[src/rtl/deser400_pkg.sv]
// rtl/deser400_pkg.sv - shared constants for the deser400 merge stage
package deser400_pkg;
  localparam logic CH_A = 1'b0;
  localparam logic CH_B = 1'b1;

  localparam int DATA_W      = 16;
  localparam int ENTRY_W     = 17;
  localparam int OUT_W       = 18;
  localparam int OUT_CH_BIT  = 17;
  localparam int OUT_GAP_BIT = 16;

  localparam logic [7:0] DROP_MAX = 8'd255;

  function automatic logic [OUT_W-1:0] pack_word(input logic ch, input logic [ENTRY_W-1:0] entry);
    logic [OUT_W-1:0] w;
    w = '0;
    w[OUT_CH_BIT] = ch;
    w[OUT_GAP_BIT:0] = entry;
    return w;
  endfunction
endpackage

[src/rtl/deser400_fifo.sv]
// rtl/deser400_fifo.sv - per-channel FIFO of {gap, data} entries, first word visible combinationally
module deser400_fifo
  import deser400_pkg::*;
#(
  parameter int DEPTH = 8,
  parameter int AW    = 3
) (
  input  logic               clock,
  input  logic               res_n,
  input  logic               flush,
  input  logic               push,
  input  logic               pop,
  input  logic [ENTRY_W-1:0] din,
  output logic [ENTRY_W-1:0] dout,
  output logic               empty,
  output logic               full,
  output logic [AW:0]        count
);
  logic [ENTRY_W-1:0] mem_q [DEPTH];
  logic [AW:0]        wr_q;
  logic [AW:0]        rd_q;

  // Extra wrap bit on both pointers lets count reach DEPTH.
  assign count = wr_q - rd_q;
  assign empty = (count == '0);
  assign full  = (count == (AW+1)'(DEPTH));
  assign dout  = mem_q[rd_q[AW-1:0]];

  always_ff @(posedge clock or negedge res_n) begin
    if (!res_n) begin
      wr_q <= '0;
      rd_q <= '0;
    end else if (flush) begin
      wr_q <= '0;
      rd_q <= '0;
    end else begin
      if (push) wr_q <= wr_q + 1'b1;
      if (pop && !empty) rd_q <= rd_q + 1'b1;
    end
  end

  always_ff @(posedge clock) begin
    if (push && !flush) mem_q[wr_q[AW-1:0]] <= din;
  end
endmodule

[src/rtl/deser400_merge.sv]
// rtl/deser400_merge.sv - two-channel FIFO merge with round-robin arbitration and drop counting
module deser400_merge
  import deser400_pkg::*;
#(
  parameter int DEPTH = 8,
  parameter int AW    = 3
) (
  input  logic              clock,
  input  logic              res_n,
  input  logic              run,
  input  logic              flush,
  input  logic              write_a,
  input  logic [DATA_W-1:0] data_a,
  input  logic              write_b,
  input  logic [DATA_W-1:0] data_b,
  output logic [OUT_W-1:0]  dout,
  output logic              dout_valid,
  input  logic              dout_ready,
  output logic [7:0]        drop_a,
  output logic [7:0]        drop_b
);
  logic [ENTRY_W-1:0] head_a, head_b;
  logic               empty_a, empty_b, full_a, full_b;
  logic [AW:0]        count_a, count_b;
  logic               unused_counts;

  logic [OUT_W-1:0] dout_q, dout_d;
  logic             valid_q, valid_d;
  logic             rr_last_q, rr_last_d;
  logic             gap_a_q, gap_a_d, gap_b_q, gap_b_d;
  logic [7:0]       drop_a_q, drop_a_d, drop_b_q, drop_b_d;

  logic free, pop_a, pop_b, want_a, want_b, push_a, push_b, lost_a, lost_b;

  assign unused_counts = ^{count_a, count_b};

  assign free  = !valid_q || dout_ready;
  assign pop_a = free && !empty_a && (empty_b || rr_last_q == CH_B);
  assign pop_b = free && !empty_b && (empty_a || rr_last_q == CH_A);

  // A pop in the same cycle frees the slot, so a full FIFO still accepts.
  assign want_a = write_a && run;
  assign want_b = write_b && run;
  assign push_a = want_a && (!full_a || pop_a);
  assign push_b = want_b && (!full_b || pop_b);
  assign lost_a = want_a && full_a && !pop_a;
  assign lost_b = want_b && full_b && !pop_b;

  deser400_fifo #(.DEPTH(DEPTH), .AW(AW)) u_fifo_a (
    .clock(clock), .res_n(res_n), .flush(flush), .push(push_a), .pop(pop_a),
    .din({gap_a_q, data_a}), .dout(head_a), .empty(empty_a), .full(full_a), .count(count_a)
  );

  deser400_fifo #(.DEPTH(DEPTH), .AW(AW)) u_fifo_b (
    .clock(clock), .res_n(res_n), .flush(flush), .push(push_b), .pop(pop_b),
    .din({gap_b_q, data_b}), .dout(head_b), .empty(empty_b), .full(full_b), .count(count_b)
  );

  always_comb begin
    dout_d    = dout_q;
    valid_d   = valid_q;
    rr_last_d = rr_last_q;
    gap_a_d   = gap_a_q;
    gap_b_d   = gap_b_q;
    drop_a_d  = drop_a_q;
    drop_b_d  = drop_b_q;

    if (pop_a) begin
      dout_d    = pack_word(CH_A, head_a);
      valid_d   = 1'b1;
      rr_last_d = CH_A;
    end else if (pop_b) begin
      dout_d    = pack_word(CH_B, head_b);
      valid_d   = 1'b1;
      rr_last_d = CH_B;
    end else if (free) begin
      valid_d = 1'b0;
    end

    if (push_a)      gap_a_d = 1'b0;
    else if (lost_a) gap_a_d = 1'b1;
    if (push_b)      gap_b_d = 1'b0;
    else if (lost_b) gap_b_d = 1'b1;

    if (lost_a && drop_a_q != DROP_MAX) drop_a_d = drop_a_q + 8'd1;
    if (lost_b && drop_b_q != DROP_MAX) drop_b_d = drop_b_q + 8'd1;

    if (flush) begin
      dout_d    = '0;
      valid_d   = 1'b0;
      rr_last_d = CH_B;
      gap_a_d   = 1'b0;
      gap_b_d   = 1'b0;
      drop_a_d  = '0;
      drop_b_d  = '0;
    end
  end

  always_ff @(posedge clock or negedge res_n) begin
    if (!res_n) begin
      dout_q    <= '0;
      valid_q   <= 1'b0;
      rr_last_q <= CH_B;
      gap_a_q   <= 1'b0;
      gap_b_q   <= 1'b0;
      drop_a_q  <= '0;
      drop_b_q  <= '0;
    end else begin
      dout_q    <= dout_d;
      valid_q   <= valid_d;
      rr_last_q <= rr_last_d;
      gap_a_q   <= gap_a_d;
      gap_b_q   <= gap_b_d;
      drop_a_q  <= drop_a_d;
      drop_b_q  <= drop_b_d;
    end
  end

  assign dout       = dout_q;
  assign dout_valid = valid_q;
  assign drop_a     = drop_a_q;
  assign drop_b     = drop_b_q;
endmodule

[config.mk]
export PLATFORM = sky130hd
export DESIGN_NAME = deser400_merge
export DESIGN_NICKNAME = d
export VERILOG_FILES = /design/src/rtl/deser400_pkg.sv /design/src/rtl/deser400_fifo.sv /design/src/rtl/deser400_merge.sv
export SDC_FILE = /design/constraint.sdc
export NUM_CORES = 1
export LEC_CHECK = 0
export CORE_MARGIN = 1.5
export CORE_UTILIZATION = 30
export CTS_CLUSTER_SIZE = 25
export DETAILED_ROUTE_END_ITERATION = 10
export PLACE_DENSITY_LB_ADDON = 0.12
export SLEW_MARGIN = 20
export SYNTH_ARGS = -nofsm -noshare
export SYNTH_HDL_FRONTEND = slang
export SYNTH_SLANG_ARGS = --single-unit
[constraint.sdc]
create_clock -name clock -period 5.79 [get_ports clock]
set_clock_uncertainty 0.15 [all_clocks]
set_input_delay 1.737 -clock clock [delete_from_list [all_inputs] [get_ports clock]]
set_output_delay 1.737 -clock clock [all_outputs]
set_load 0.02 [all_outputs]
==> metrics <==
Netlist cell types 65; Initial Util 0.3064; final setup violation count 0; DIE HEIGHT roughly 220 um; Least-Margin Pin Slew 0.8218 ns; Mapped Avg Cell Area 18.92 um^2; Clk Latency, worst-skew pair around 0.54 ns; sw frac 0.2800; CTS tree done; DRC viols 0; share of the synthesized area in the top cell type 0.5988; DR pass1 iterations 5; Post-DRT Antenna Nets 0; hold crit path type reg2reg; Post-Synth XOR/XNOR Area 0.01046; max-slew violation count 0; hold_buf cts 0; Power Dens Cells around 400 nW/um^2; register area share after synthesis 0.6980; nature of the critical path startpoint flip-flop; largest net degree at the start of global routing 55; post-layout instance area about 16,000 um^2; Hold Violations, Final 0; Synth Area in Compound Gates 0.04284; vias in the first global route between 7k and 8k; IO Port Bufs 73; Tot GR Track Use 0.1344; Clk network pwr share 0.339; initial DRC count roughly 420; Worst setup EP type flip-flop; most frequent cell on the critical path buf_4; worst path cell trace buf_4, inv_2, ha_1, or2b_2, a2111oi_4, nor3_2, o21a_1, or2_1, nor4_4, buf_4; end point of the critical path u_fifo_a.mem_q[0][1]; Comb pwr share 0.250; crit share post-route 0.7291; slowest stage delay, CP 0.51 ns; Core Region 44,510 um^2; Die Wd 216.2 um; CP Launch Point u_fifo_b.rd_q[1]; Post-DP Area 15,250 um^2; Total Wirelength 30,560 um; Max stage delay cell, worst path a2111oi_4; peak supply drop 0.1715 mV; sequential share of power 0.410; worst flop-to-flop path startpoint u_fifo_b.rd_q[1]; DP HPWL 19,850 um; CTS root buf clkbuf_16; fill count 4,157; initial antenna violation count 0; Yosys warning count 0; EDFF count, synth roughly 270; fmax roughly 240 MHz; Max clock buf depth 3; Power Internal 0.004739 W; most common cell after layout, fill and taps aside edfxtp_1; CP required 5.85 ns; largest area contributor in the netlist edfxtp_1; syn nets 772; post-route setup TNS 0 ns; register area roughly 9500 um^2; grt total ovfl 0; Clock Sinks 326; Area Growth Syn to Fin 20.26%; largest family of logic cells by synthesized area multiplexers; status completed; Main synth FF type edfxtp_1; Worst EP arrival around 4.3 ns; vias 6,848; clock transition at the registers of the reported paths 0.06 ns; Final nets between 800 and 900; Rows 77; Post-synth ARST share 0.1656; die footprint 46,750 um^2; # diodes 0; post-CTS resize count 0; H-tree levels 2; Post-Syn Area 13,640 um^2; post-synthesis simple-gate area fraction 0.05669; reg2reg end u_fifo_a.mem_q[0][1]; DP Worst Slack 1.130 ns; area used by multi-input combinational logic 3984 um^2; Post-Synthesis Cells 721; final worst path period need 4.222 ns; Reg2Reg Setup Slack 1.57 ns; Pleak 5.630 nW; Final WS setup about 1.6 ns; Switch Pwr roughly 0.0018 W; Top Ports 74; TritonCTS Buffers 37; WL/cell 21.07 um; postcts setup bufs 0; synthesis-stage register bit count 326; RSZ-0062 raised after global routing no; Worst Reg-to-Reg Cells 10; layout cell share with drive strength beyond 1 0.2751; multiplexer area fraction after synthesis 0.1645; Crit Path Class reg2reg; via density per instance 4.723; Placer Congestion around 0.73; post-synthesis adder-cell area fraction 0.01101; commonest cells after routing, fill and taps aside edfxtp_1, clkdlybuf4s50_1, mux4_2; Slew HR 0.4521; first-pass GRT wire length 46,610 um; Max Cap Viol 0; Critical Path Fanout Max 20; synth top area cells edfxtp_1, mux4_2, dfrtp_1, mux2i_1, mux2_4
-- stage by stage --
step / power [W] / instances / hold slack (ns) / util
final: 0.006583 / 1450 / 0.3508 / 0.3685
after global routing: 0.006897 / 1450 / 0.3769 / 0.3685
after CTS: 0.006724 / 1450 / 0.3589 / 0.3685
after detailed placement: 0.004445 / 1385 / 0.3454 / 0.3426
after global placement: 0.004422 / 1385 / 0.3229 / 0.3426
after floorplan: 0.003988 / 721 / 0.3895 / -
-- synth_stat cells, types with 6 or more instances --
| cell type | count |
|---|---|
| mux2_4 | 17 |
| clkbuf_1 | 13 |
| a21oi_1 | 15 |
| nand2_1 | 28 |
| nor2_1 | 19 |
| nor4_1 | 6 |
| edfxtp_1 | 272 |
| dfrtp_1 | 53 |
| nand2b_1 | 9 |
| buf_2 | 8 |
| nor3_1 | 14 |
| o21ai_0 | 7 |
| mux2i_1 | 40 |
| and3_1 | 7 |
| inv_1 | 10 |
| xnor2_1 | 6 |
| ha_1 | 12 |
| nor2b_1 | 7 |
| o31ai_2 | 16 |
| mux4_2 | 68 |
| nand3_1 | 10 |
-- worst min path at each step --
stage,start,endpoint,depth (start not counted)
final,dout[6],dout[6],2
after CTS,dout[6],dout[6],2
after global placement,dout[7],dout[7],2
after floorplan,gap_b_q,u_fifo_b.mem_q[0][16],0
after detailed placement,dout[6],dout[6],2
after global routing,dout[7],dout[7],2
-- power groups by stage --
stage	sequential [W]	clock [W]	combinational [W]
after floorplan	0.00278	0	0.00121
after global placement	0.00275	0	0.00167
after detailed placement	0.00275	0	0.00169
after CTS	0.00270	0.00232	0.00170
after global routing	0.00271	0.00240	0.00179
final	0.00270	0.00223	0.00165
-- kinds of logic after synthesis --
logic type | after synthesis
DFF | 326
adders and majority gates | 12
AOI/OAI and AO/OA | 61
and+or+nand+nor | 135
buffers and inverters | 44
muxes | 130
xor gates and xnor gates | 13
-- worst max-delay path, delay by kind of cell, from the launching register on --
| family | cells | cell delay [ns] |
|---|---|---|
| adders and majority gates | 1 | 0.40 |
| buffers and inverters | 3 | 0.86 |
| AOI/OAI and AO/OA | 2 | 0.79 |
| DFF | 1 | 0.32 |
| and+or+nand+nor | 4 | 1.36 |
-- per-layer routing --
layer	track usage	wire length, um
met1	0.1687	12840
met2	0.2342	15850
met3	0.02316	1242
met4	0.04537	622
met5	0	0
-- sequential cells by signal, indices dropped and copies added (netlist names), 4 cells and up --
signal          flops
dout               18
drop_a              8
drop_b              8
u_fifo_a.mem_q    136
u_fifo_a.rd_q       4
u_fifo_a.wr_q       4
u_fifo_b.mem_q    136
u_fifo_b.rd_q       4
u_fifo_b.wr_q       4
-- area by class of cell --
| type | instances | area share |
|---|---|---|
| inverter | 14 | 0.003204 |
| sequential | 326 | 0.5806 |
| tap | 592 | 0.04516 |
| clock inverter | 23 | 0.01266 |
| multi-input combinational | 351 | 0.2429 |
| timing repair buffer | 102 | 0.05797 |
| clock buffer | 42 | 0.05759 |
(Power assumes the default switching activity.)
